==> config.mk <==
export PLATFORM = sky130hd
export DESIGN_NAME = id_ex_stage
export DESIGN_NICKNAME = d
export VERILOG_FILES = /design/src/rtl/npower_pipe_pkg.sv /design/src/rtl/hazard_detect.sv /design/src/rtl/id_ex_stage.sv
export SDC_FILE = /design/constraint.sdc
export NUM_CORES = 1
export LEC_CHECK = 0
export ABC_AREA = 1
export BUFFER_PORTS_ARGS = -buffer_cell sky130_fd_sc_hd__buf_2
export CORE_AREA = 2 2 227 229
export DETAILED_ROUTE_END_ITERATION = 6
export DIE_AREA = 0 0 229 231
export GPL_ROUTABILITY_DRIVEN = 0
export HOLD_SLACK_MARGIN = 0.05
export SYNTH_ARGS = -nofsm -noshare
export SYNTH_HDL_FRONTEND = slang
export SYNTH_SLANG_ARGS = --single-unit
==> constraint.sdc <==
create_clock -name clk -period 2.1 [get_ports clk]
set_input_delay 0.42 -clock clk [delete_from_list [all_inputs] [get_ports clk]]
set_output_delay 0.42 -clock clk [all_outputs]
set_load 0.1 [all_outputs]
==> src/rtl/npower_pipe_pkg.sv <==
// -----------------------------------------------------------------------------
// npower_pipe_pkg
// Shared pipeline definitions for the ID/EX boundary.
//   XLEN / REG_W      : datapath width and register-number width
//   alu_op_e          : ALU operation encodings carried on ALUop
//   idex_ctrl_t       : decode control bundle registered into EX
//   stage_act_e       : per-edge action of the ID/EX register
//   gate_ctrl()       : zeroes a control bundle for a non-valid slot
// -----------------------------------------------------------------------------
package npower_pipe_pkg;

    localparam int XLEN  = 64;
    localparam int REG_W = 5;

    typedef enum logic [2:0] {
        ALU_ADD   = 3'b000,
        ALU_SUB   = 3'b001,
        ALU_AND   = 3'b010,
        ALU_OR    = 3'b011,
        ALU_XOR   = 3'b100,
        ALU_SLT   = 3'b101,
        ALU_SHIFT = 3'b110,
        ALU_FUNCT = 3'b111
    } alu_op_e;

    typedef struct packed {
        logic    reg_write;
        logic    alu_src;
        logic    branch;
        logic    mem_write;
        logic    mem_read;
        logic    mem_to_reg;
        alu_op_e alu_op;
    } idex_ctrl_t;

    localparam idex_ctrl_t CTRL_NONE = '{
        reg_write:  1'b0,
        alu_src:    1'b0,
        branch:     1'b0,
        mem_write:  1'b0,
        mem_read:   1'b0,
        mem_to_reg: 1'b0,
        alu_op:     ALU_ADD
    };

    // Ordered from lowest to highest priority.
    typedef enum logic [1:0] {
        ACT_LOAD   = 2'b00,
        ACT_BUBBLE = 2'b01,
        ACT_HOLD   = 2'b10,
        ACT_FLUSH  = 2'b11
    } stage_act_e;

    // An empty slot must never carry live control into EX.
    function automatic idex_ctrl_t gate_ctrl(input idex_ctrl_t ctrl, input logic valid);
        idex_ctrl_t res;
        if (valid) begin
            res = ctrl;
        end else begin
            res = CTRL_NONE;
        end
        return res;
    endfunction

endpackage

==> src/rtl/hazard_detect.sv <==
// -----------------------------------------------------------------------------
// hazard_detect
// Combinational load-use compare between the load sitting in EX and the
// instruction in ID. Register 0 is treated like any other register.
//   ex_valid, ex_mem_read, ex_rd : the instruction currently in EX
//   id_valid, id_rs, id_rt       : the instruction in decode
//   alu_src, mem_write           : decide whether rt is actually read
//   load_use                     : ID needs the load result next cycle
// -----------------------------------------------------------------------------
module hazard_detect
    import npower_pipe_pkg::*;
(
    input  logic             ex_valid,
    input  logic             ex_mem_read,
    input  logic [REG_W-1:0] ex_rd,
    input  logic             id_valid,
    input  logic [REG_W-1:0] id_rs,
    input  logic [REG_W-1:0] id_rt,
    input  logic             alu_src,
    input  logic             mem_write,
    output logic             load_use
);

    logic rs_hit_s;
    logic rt_hit_s;

    assign rs_hit_s = (ex_rd == id_rs);
    // rt is only a true source when the ALU uses it or a store writes it out.
    assign rt_hit_s = (ex_rd == id_rt) & (~alu_src | mem_write);
    assign load_use = ex_valid & ex_mem_read & id_valid & (rs_hit_s | rt_hit_s);

endmodule

==> src/rtl/id_ex_stage.sv <==
// -----------------------------------------------------------------------------
// id_ex_stage
// ID/EX pipeline register with flush, back-pressure hold and load-use
// bubble insertion, plus a saturating count of inserted bubbles.
//   clk, reset (async, active-low)
//   id_*      : decoded instruction fields and controls
//   flush     : kill the ID/EX slot (branch taken)
//   ex_ready  : EX accepts the current instruction this cycle
//   ex_*      : registered instruction presented to EX
//   id_stall  : upstream must hold PC and decode slot (combinational)
//   bubble_cnt: saturating load-use bubble count
// -----------------------------------------------------------------------------
module id_ex_stage
    import npower_pipe_pkg::*;
(
    input  logic             clk,
    input  logic             reset,
    input  logic             id_valid,
    input  logic [XLEN-1:0]  id_pc,
    input  logic [XLEN-1:0]  id_rs_data,
    input  logic [XLEN-1:0]  id_rt_data,
    input  logic [XLEN-1:0]  id_imm,
    input  logic [REG_W-1:0] id_rs,
    input  logic [REG_W-1:0] id_rt,
    input  logic [REG_W-1:0] id_rd,
    input  logic             RegWrite,
    input  logic             ALUSrc,
    input  logic             Branch,
    input  logic             MemWrite,
    input  logic             MemRead,
    input  logic             MemtoReg,
    input  logic [2:0]       ALUop,
    input  logic             flush,
    input  logic             ex_ready,
    output logic             ex_valid,
    output logic [XLEN-1:0]  ex_pc,
    output logic [XLEN-1:0]  ex_rs_data,
    output logic [XLEN-1:0]  ex_rt_data,
    output logic [XLEN-1:0]  ex_imm,
    output logic [REG_W-1:0] ex_rs,
    output logic [REG_W-1:0] ex_rt,
    output logic [REG_W-1:0] ex_rd,
    output logic             ex_RegWrite,
    output logic             ex_ALUSrc,
    output logic             ex_Branch,
    output logic             ex_MemWrite,
    output logic             ex_MemRead,
    output logic             ex_MemtoReg,
    output logic [2:0]       ex_ALUop,
    output logic             id_stall,
    output logic [15:0]      bubble_cnt
);

    logic             ex_valid_r;
    logic [XLEN-1:0]  ex_pc_r;
    logic [XLEN-1:0]  ex_rs_data_r;
    logic [XLEN-1:0]  ex_rt_data_r;
    logic [XLEN-1:0]  ex_imm_r;
    logic [REG_W-1:0] ex_rs_r;
    logic [REG_W-1:0] ex_rt_r;
    logic [REG_W-1:0] ex_rd_r;
    idex_ctrl_t       ex_ctrl_r;
    logic [15:0]      bubble_cnt_r;

    idex_ctrl_t       id_ctrl_s;
    logic             load_use_s;
    logic             hold_s;
    stage_act_e       act_s;

    hazard_detect u_hazard_detect (
        .ex_valid    (ex_valid_r),
        .ex_mem_read (ex_ctrl_r.mem_read),
        .ex_rd       (ex_rd_r),
        .id_valid    (id_valid),
        .id_rs       (id_rs),
        .id_rt       (id_rt),
        .alu_src     (ALUSrc),
        .mem_write   (MemWrite),
        .load_use    (load_use_s)
    );

    assign id_ctrl_s = '{
        reg_write:  RegWrite,
        alu_src:    ALUSrc,
        branch:     Branch,
        mem_write:  MemWrite,
        mem_read:   MemRead,
        mem_to_reg: MemtoReg,
        alu_op:     alu_op_e'(ALUop)
    };

    assign hold_s   = ex_valid_r & ~ex_ready;
    // A flush frees the slot, so nothing upstream needs to wait.
    assign id_stall = ~flush & (hold_s | load_use_s);

    // Resolve this edge's action: flush > hold > bubble > load.
    always_comb begin
        act_s = ACT_LOAD;
        if (flush) begin
            act_s = ACT_FLUSH;
        end else if (hold_s) begin
            act_s = ACT_HOLD;
        end else if (load_use_s) begin
            act_s = ACT_BUBBLE;
        end else begin
            act_s = ACT_LOAD;
        end
    end

    // ID/EX pipeline register; data fields are left untouched on kill/bubble.
    always_ff @(posedge clk or negedge reset) begin
        if (!reset) begin
            ex_valid_r   <= 1'b0;
            ex_pc_r      <= {XLEN{1'b0}};
            ex_rs_data_r <= {XLEN{1'b0}};
            ex_rt_data_r <= {XLEN{1'b0}};
            ex_imm_r     <= {XLEN{1'b0}};
            ex_rs_r      <= {REG_W{1'b0}};
            ex_rt_r      <= {REG_W{1'b0}};
            ex_rd_r      <= {REG_W{1'b0}};
            ex_ctrl_r    <= CTRL_NONE;
        end else begin
            case (act_s)
                ACT_FLUSH, ACT_BUBBLE: begin
                    ex_valid_r <= 1'b0;
                    ex_ctrl_r  <= CTRL_NONE;
                end
                ACT_HOLD: begin
                    ex_valid_r <= ex_valid_r;
                    ex_ctrl_r  <= ex_ctrl_r;
                end
                ACT_LOAD: begin
                    ex_valid_r   <= id_valid;
                    ex_pc_r      <= id_pc;
                    ex_rs_data_r <= id_rs_data;
                    ex_rt_data_r <= id_rt_data;
                    ex_imm_r     <= id_imm;
                    ex_rs_r      <= id_rs;
                    ex_rt_r      <= id_rt;
                    ex_rd_r      <= id_rd;
                    ex_ctrl_r    <= gate_ctrl(id_ctrl_s, id_valid);
                end
                default: begin
                    ex_valid_r <= 1'b0;
                    ex_ctrl_r  <= CTRL_NONE;
                end
            endcase
        end
    end

    // Saturating load-use bubble counter; only real bubbles count.
    always_ff @(posedge clk or negedge reset) begin
        if (!reset) begin
            bubble_cnt_r <= 16'h0000;
        end else if ((act_s == ACT_BUBBLE) && (bubble_cnt_r != 16'hFFFF)) begin
            bubble_cnt_r <= bubble_cnt_r + 16'h0001;
        end else begin
            bubble_cnt_r <= bubble_cnt_r;
        end
    end

    assign ex_valid    = ex_valid_r;
    assign ex_pc       = ex_pc_r;
    assign ex_rs_data  = ex_rs_data_r;
    assign ex_rt_data  = ex_rt_data_r;
    assign ex_imm      = ex_imm_r;
    assign ex_rs       = ex_rs_r;
    assign ex_rt       = ex_rt_r;
    assign ex_rd       = ex_rd_r;
    assign ex_RegWrite = ex_ctrl_r.reg_write;
    assign ex_ALUSrc   = ex_ctrl_r.alu_src;
    assign ex_Branch   = ex_ctrl_r.branch;
    assign ex_MemWrite = ex_ctrl_r.mem_write;
    assign ex_MemRead  = ex_ctrl_r.mem_read;
    assign ex_MemtoReg = ex_ctrl_r.mem_to_reg;
    assign ex_ALUop    = ex_ctrl_r.alu_op;
    assign bubble_cnt  = bubble_cnt_r;

endmodule

==> summary.md, run 1 <==
| Metric | Value |
|---|---|
| Hold depth | `3` |
| Layout cells sized above 1 | `~37%` |
| Core area | `50700 um2` |
| H-tree depth | `2` |
| Post-Syn Area | `roughly 12000 um2` |
| Crit path cell chain | `nand2_1 -> nand2_1 -> nor2_1 -> nand3_1 -> nand2_2 -> nand2_8 -> a21oi_4 -> buf_12` |
| Final Slew Violations | `0` |
| Worst Hold Class | `input pin to register` |
| Vias in the first global route | `11700` |
| Slowest CP cell | `dfrtp_4` |
| Max Buffers Root-to-Sink | `3` |
| Slew at the pin with the worst max-slew slack | `0.539 ns` |
| Root Driver | `clkbuf_16` |
| Slew margin rel. | `64.0%` |
| Prevailing post-synth register cell | `dfrtp_1` |
| Final hold vios | `0` |
| Sink Count | `297` |
| CTS tree | `built` |
| WS Path Type | `register to output port` |
| RSZ-0062 raised after global routing | `true` |
| # nets final | `roughly 2300` |
| Worst Path Required | `1.68 ns` |
| CTS Buf Count | `35` |
| Seq/Total Area, Yosys | `60.7%` |
| Critical path endpoint category | `output port` |
| Crit-path max FO | `5` |
| Largest area contributor in the netlist | `dfrtp_1` |
| Iter 0 DRT Violations | `slightly below 700` |
| WL final | `around 42000 um` |
| Pleak | `around 10 nW` |
| DRT antenna net count | `0` |
| Reg clk slew, reported paths | `0.06 ns` |
| Crit path largest cell delay | `0.50 ns` |
| Place WS | `around 0.17 ns` |
| Syn Nets | `about 1700` |
| Reg2reg path depth | `12` |
| First-pass DRT Iterations | `5` |
| Initial antenna violation count | `5` |
| Synth Area in Simple Gates | `31.8%` |
| Final worst-path setup slack | `-0.220 ns` |
| Post-Synth Adder-Cell Area | `0.102%` |
| Most frequent cell after synthesis | `nand2_1` |
| FFs w/ async S/R, synth | `100%` |
| Num rows | `83` |
| Fmax | `~430 MHz` |
| Die area | `52900 um2` |
| Synthesis-to-layout area growth | `44.5%` |
| HPWL after DPL | `30500 um` |
| WP buf/inv | `1` |
| Status | `finished with violations` |
| Min cycle time layout | `between 2 and 2.5 ns` |
| Max_cap viols | `0` |
| Buffers on Ports | `582` |
| Area contributors post-synth | `dfrtp_1 61%, nand2_1 19%, nand3_1 11%` |
| Final Power | `between 15 and 20 mW` |
| Pwr Density | `between 1000 and 1500 nW/um2` |
| DRC | `0` |
| Distinct cells, synth | `25` |
| Setup violations, final | `1` |
| Seq cells post-synth | `297` |
| Final period utilization | `110%` |
| Xor/xnor cell area share of the yosys netlist | `1.00%` |
| CP Depth | `8` |
| Global-route wire length before repair | `64000 um` |
| Clock latency on the worst-skew pair | `0.52 ns` |
| Yosys warns | `0` |
| Syn Area/Cell | `just under 9 um2` |
| Setup crit start kind | `register` |
| Arrival time at the worst endpoint | `1.90 ns` |
| Post-synthesis mux area share | `0%` |
| Starting Density | `24.2%` |
| Chip height | `231 um` |
| Gate Count Post-Synth | `~1400` |
| Grt ovf | `0` |
| Largest net degree at the start of global routing | `64` |
| Largest family of logic cells by synthesized area | `simple AND/OR/NAND/NOR gates` |
| Max Clock Skew | `0.0111 ns` |
| DR WL/cell | `15.7 um` |
| Top cell type's share of synthesized area | `60.7%` |
| Synth top cells by count | `636 x nand2_1, 297 x dfrtp_1, 273 x nand3_1` |
| CP top delay family | `simple AND/OR/NAND/NOR gates` |
| Num ports | `583` |
| Failing checks | `negative setup slack` |
| Compound-Gate Fraction of Synth Area | `1.01%` |
| Routed vias | `11800` |
| VDD IR max | `0.000603 V` |
| CP dominant cell by count | `nand2_1` |
| Post-synth EDFFs | `0` |
| Total GRT Usage | `15.1%` |
| Die W | `approximately 230 um` |
| Vias per std cell | `about 4.3` |
[cells in the final DEF, fill, tap and decap left out, types with 5 or more instances in the layout]
master     Yosys  routed
buf_12         0      15
buf_16         0       5
buf_2         34     580
buf_4         14      56
clkbuf_1      27       6
clkbuf_16      0      42
clkbuf_8       0       5
clkinv_2       0       9
dfrtp_1      297     286
dfrtp_4        0       7
inv_1         28      28
inv_2          5       5
nand2_1      636     635
nand3_1      273     273
nor2_1        20      18
o21ai_0        8       8
o22ai_1        9       9
xnor2_1       10      10
[worst paths after layout]
path	startpoint	to	slack (ns)
min	id_imm[51]	ex_imm[51]$_DFFE_PN0N_	0.12
max in group asynchronous	reset	ex_pc[8]$_DFFE_PN0N_	0.93
min reg2reg	ex_rs_data[17]$_DFFE_PN0N_	ex_rs_data[17]$_DFFE_PN0N_	0.46
min in group asynchronous	reset	ex_rs_data[1]$_DFFE_PN0N_	0.46
max reg2reg	ex_rd[4]$_DFFE_PN0N_	ex_rt_data[49]$_DFFE_PN0N_	0.03
max	ex_rd[1]$_DFFE_PN0N_	id_stall	-0.22
[registers in the layout (all words and copies together), names as in the netlist]
signal and cells:
ex_imm 64, ex_pc 64, ex_rs_data 64, ex_rt_data 64
bubble_cnt 16, ex_rd 5, ex_rs 5, ex_rt 5
ex_ALUop 3, ex_ALUSrc 1, ex_Branch 1, ex_MemRead 1
ex_MemWrite 1, ex_MemtoReg 1, ex_RegWrite 1, ex_valid 1
[area by class of cell]
cell class / count / area (um2)
fillers: 5330 / 33000
flip-flops and latches: 297 / 7460
multi-input cells: 974 / 4200
repair buffers: 663 / 3910
clock buffers: 48 / 1020
well taps: 680 / 851
inverters: 33 / 124
clock inverters: 13 / 121
diodes: 2 / 5.00
[routing by layer]
layer  up-vias  routed length [um]  GRT usage [%]
li1       5664                   -              -
met1      5566               17200           18.5
met2       482               20800           25.1
met3        68                3290           4.36
met4         2                1160           5.50
met5         -                  13              0
[kinds of logic (layout without fill, tap and decap cells)]
| family | count (synthesis) | after routing |
|---|---|---|
| xor gates and xnor gates | 14 | 14 |
| other | 0 | 2 |
| adders and majority gates | 1 | 1 |
| buffers and inverters | 126 | 757 |
| and+or+nand+nor | 939 | 939 |
| AOI/OAI and AO/OA | 20 | 20 |
| DFF | 297 | 297 |
[stage by stage]
| step | TNS, ns | util, % | instance area [um2] | std cells | hold WS (ns) |
|---|---|---|---|---|---|
| final | -0.220 | 34.9 | 17700 | 2710 | 0.121 |
| after global routing | -7.48 | 34.9 | 17700 | 2710 | 0.0925 |
| after CTS | -0.249 | 34.5 | 17500 | 2701 | 0.0765 |
| after detailed placement | 0 | 32.2 | 16300 | 2637 | 0.421 |
| after global placement | 0 | 32.2 | 16300 | 2637 | 0.414 |
| after floorplan | -0.180 | - | 12300 | 1397 | 0.124 |
[where the power goes]
| group | switching [mW] | total [mW] | leakage (nW) | internal, mW |
|---|---|---|---|---|
| Clock | 2.37 | 6.00 | 0.567 | 3.63 |
| Sequential | 0.363 | 6.73 | 3.66 | 6.36 |
| Combinational | 5.97 | 7.07 | 5.74 | 1.11 |
| Total | 8.70 | 19.8 | 9.97 | 11.1 |
[worst register-to-register path, stage by stage (launching register included)]
cell and delay [ns]:
dfrtp_4 0.50, inv_2 0.07, nand2_1 0.04, nand2_1 0.07, nor2_1 0.04, nand3_1 0.09, nand2_2 0.12, nand2_8 0.08
buf_4 0.30, buf_16 0.23, clkbuf_16 0.30, nand3_1 0.10, nand2_1 0.07
[timing repair]
action / 4_1_cts / 5_1_grt
endpoints found under the setup margin: 1 / 113
pin swaps: 8 / 2
gates cloned: 0 / 5
setup buffers: 2 / 2
endpoints found under the hold margin: 43 / 0
resized for setup: 2 / 7
hold buffers: 1 / 0
Power figures use the tool's default switching activity.
==> run 2: changes to the inputs <==
==> constraint.sdc (replaced) <==
create_clock -name clk -period 2.1 [get_ports clk]
set_input_delay 0.42 -clock clk [delete_from_list [all_inputs] [get_ports clk]]
set_output_delay 0.42 -clock clk [all_outputs]
set_load 0.05 [all_outputs]
==> run 2 against run 1 <==
Sequential share of layout area up 0.26 points. Core utilization fell by 0.33 points. Largest cell class unchanged. The run still ends with negative setup slack left. Clock skew decreased by 0.0029 ns.
==> summary.md, run 2 (synthesized netlist as in run 1, its figures left out) <==
| Metric | Value |
|---|---|
| Grt ovf | `0 (unchanged)` |
| Crit path cell chain | `inv_2 -> nand2_1 -> nand2_1 -> nor2_1 -> nand3_1 -> nand2_4 -> nand2_8 -> a21oi_4 -> buf_8` |
| Final period utilization | `106% (-4.9 points)` |
| Reg2reg end | `ex_imm[38]$_DFFE_PN0N_` |
| WP buf/inv | `2 (+1)` |
| Buffers on Ports | `582 (unchanged)` |
| Slew at the pin with the worst max-slew slack | `0.570 ns (+0.0306 ns)` |
| Min cycle time layout | `2.22 ns (-0.103 ns)` |
| Setup violations, final | `1 (unchanged)` |
| Sink Count | `297 (unchanged)` |
| Worst Hold Class | `input pin to register` |
| VDD IR max | `0.000530 V (-12%)` |
| Total GRT Usage | `14.7% (-0.34 points)` |
| Final instance area | `17500 um2 (-0.93%)` |
| Final worst-path setup slack | `-0.117 ns (+0.103 ns)` |
| Slowest CP cell | `dfrtp_2` |
| CP Depth | `9 (+1)` |
| Reg2reg path depth | `12 (unchanged)` |
| H-tree depth | `2 (unchanged)` |
| Root Driver | `clkbuf_16` |
| Net switching power | `6.21 mW (-29%)` |
| WL final | `40300 um (-5.2%)` |
| CP Launch Point | `ex_rd[2]$_DFFE_PN0N_` |
| Reg2reg setup slack | `0.13 ns (+0.10 ns)` |
| Fill count | `5355 (+0.47%)` |
| # nets final | `2279 (-0.48%)` |
| Final hold vios | `0 (unchanged)` |
| Chip height | `231 um (unchanged)` |
| Max Buffers Root-to-Sink | `3 (unchanged)` |
| Die area | `52900 um2 (unchanged)` |
| CTS tree | `built` |
| Num rows | `83 (unchanged)` |
| Clock latency on the worst-skew pair | `0.52 ns (about the same)` |
| Fmax | `451 MHz (+4.6%)` |
| Largest net degree at the start of global routing | `89 (+39%)` |
| HPWL after DPL | `30000 um (-1.7%)` |
| Reg clk slew, reported paths | `0.06 ns (about the same)` |
| WS Path Type | `register to output port` |
| Hold WS | `0.128 ns (+0.00668 ns)` |
| Starting Density | `24.2% (unchanged)` |
| End point of the critical path | `id_stall` |
| Pint | `11.4 mW (+2.8%)` |
| Fin util | `34.6% (-0.33 points)` |
| Pwr Density | `1010 nW/um2 (-10%)` |
| Final Slew Violations | `0 (unchanged)` |
| Num ports | `583 (unchanged)` |
| Iter 0 DRT Violations | `578 (-15%)` |
| Most frequent cells in the layout | `636 x nand2_1, 580 x buf_2, 291 x dfrtp_1` |
| Placed cell area | `16200 um2 (-0.80%)` |
| Synthesis-to-layout area growth | `43.2%` |
| Most common library cell in the layout ignoring fill and taps | `nand2_1` |
| Vias per std cell | `4.30 (-1.1%)` |
| Reg power frac | `38.1% (+4.1 points)` |
| Layout cells sized above 1 | `35.9% (-0.71 points)` |
| Register area | `7440 um2 (-0.32%)` |
| Global-route wire length before repair | `62800 um (-1.9%)` |
| Slew margin rel. | `62.0% (-2.0 points)` |
| Status | `finished with violations` |
| Worst Path Required | `1.68 ns (about the same)` |
| Switching Fraction | `35.2% (-8.7 points)` |
| Vias in the first global route | `11600 (-1.1%)` |
| DRT antenna net count | `0 (unchanged)` |
| Logic gate share of total power | `25.9% (-9.8 points)` |
| CTS Buf Count | `35 (unchanged)` |
| CP dominant cell by count | `nand2_1` |
| Critical path endpoint category | `output port` |
| Crit-path max FO | `4 (-1)` |
| Clock share of power | `36.0% (+5.7 points)` |
| Core area | `50700 um2 (unchanged)` |
| Routed vias | `11600 (-1.4%)` |
| TNS Setup | `-0.117 ns (+0.103 ns)` |
| Reg2reg start | `ex_rd[2]$_DFFE_PN0N_` |
| Arrival time at the worst endpoint | `1.80 ns (-0.10 ns)` |
| CP top delay family | `simple AND/OR/NAND/NOR gates` |
| DRC | `0 (unchanged)` |
| Max_cap viols | `0 (unchanged)` |
| Max Clock Skew | `0.00818 ns (-0.00292 ns)` |
| Area of the multi-input gates | `4200 um2 (about the same)` |
| DR WL/cell | `14.9 um (-4.9%)` |
| Initial antenna violation count | `3 (-2)` |
| Failing checks | `negative setup slack` |
| Die W | `229 um (unchanged)` |
| RSZ-0062 raised after global routing | `true` |
| Pleak | `9.89 nW (-0.76%)` |
| First-pass DRT Iterations | `5 (unchanged)` |
| Crit path largest cell delay | `0.40 ns (-0.10 ns)` |
| Setup crit start kind | `register` |
## run 2: changes by cell type in the layout (fill, tap and decap cells not counted), moves of 3 or more
cell / previous run / this run
dfrtp_4: 7 / 0
clkbuf_16: 42 / 37
buf_16: 5 / 0
buf_4: 56 / 49
clkbuf_8: 5 / 11
dfrtp_1: 286 / 291
clkinv_2: 9 / 5
buf_12: 15 / 18
## run 2: layout make-up
class	count	area share, %
diodes	3	0.0428
clock buffers	54	6.27
clock inverters	8	0.657
inverters	33	0.707
multi-input cells	974	23.9
flip-flops and latches	297	42.4
well taps	680	4.85
repair buffers	652	21.1
## run 2: repair_timing
action,CTS,global route
setup endpoints to repair,1,40
hold buffers,1,0
endpoints found under the hold margin,43,0
pin swaps,6,8
cloned,0,0
setup buffers,6,1
resized for setup,5,2
## run 2: power groups by stage
stage | sequential, mW | clock (mW) | combinational [mW]
global route | 6.79 | 6.81 | 4.85
global placement | 6.78 | 0 | 4.56
finish | 6.72 | 6.34 | 4.57
CTS | 6.71 | 6.56 | 4.61
floorplan | 9.03 | 0 | 0.865
detailed placement | 6.80 | 0 | 4.59
## run 2: how the worst min path moves through the flow
stage	slack, ns	startpoint	cells after the start	to
2_1_floorplan	0.12	reset	0	bubble_cnt[0]$_DFFE_PN0P_
3_3_place_gp	0.42	reset	1	ex_rs_data[40]$_DFFE_PN0N_
3_5_place_dp	0.41	reset	1	ex_rs_data[38]$_DFFE_PN0N_
4_1_cts	0.08	id_imm[29]	3	ex_imm[29]$_DFFE_PN0N_
5_1_grt	0.1	id_rt_data[43]	3	ex_rt_data[43]$_DFFE_PN0N_
6_report	0.13	id_rt_data[26]	3	ex_rt_data[26]$_DFFE_PN0N_
## run 2: tightest hold or removal path, cell delays in order
cell     delay [ns]
buf_2          0.08
nand3_1        0.06
nand2_1        0.06
## run 2: metrics by stage
| step | total power [mW] | cells | worst slack, ns |
|---|---|---|---|
| 6_report | 17.6 | 2701 | -0.117 |
| 5_1_grt | 18.5 | 2701 | -0.233 |
| 4_1_cts | 17.9 | 2697 | -0.201 |
| 3_5_place_dp | 11.4 | 2628 | 0.0217 |
| 3_3_place_gp | 11.3 | 2628 | 0.0821 |
| 2_1_floorplan | 9.89 | 1397 | 0.0333 |
## run 2: metal layers
layer,part of all wire (%),wire [um],GRT usage (%)
met1,39,15800,17.0
met2,49,19700,25.1
met3,9.0,3610,5.30
met4,2.9,1190,5.22
met5,0,0,0
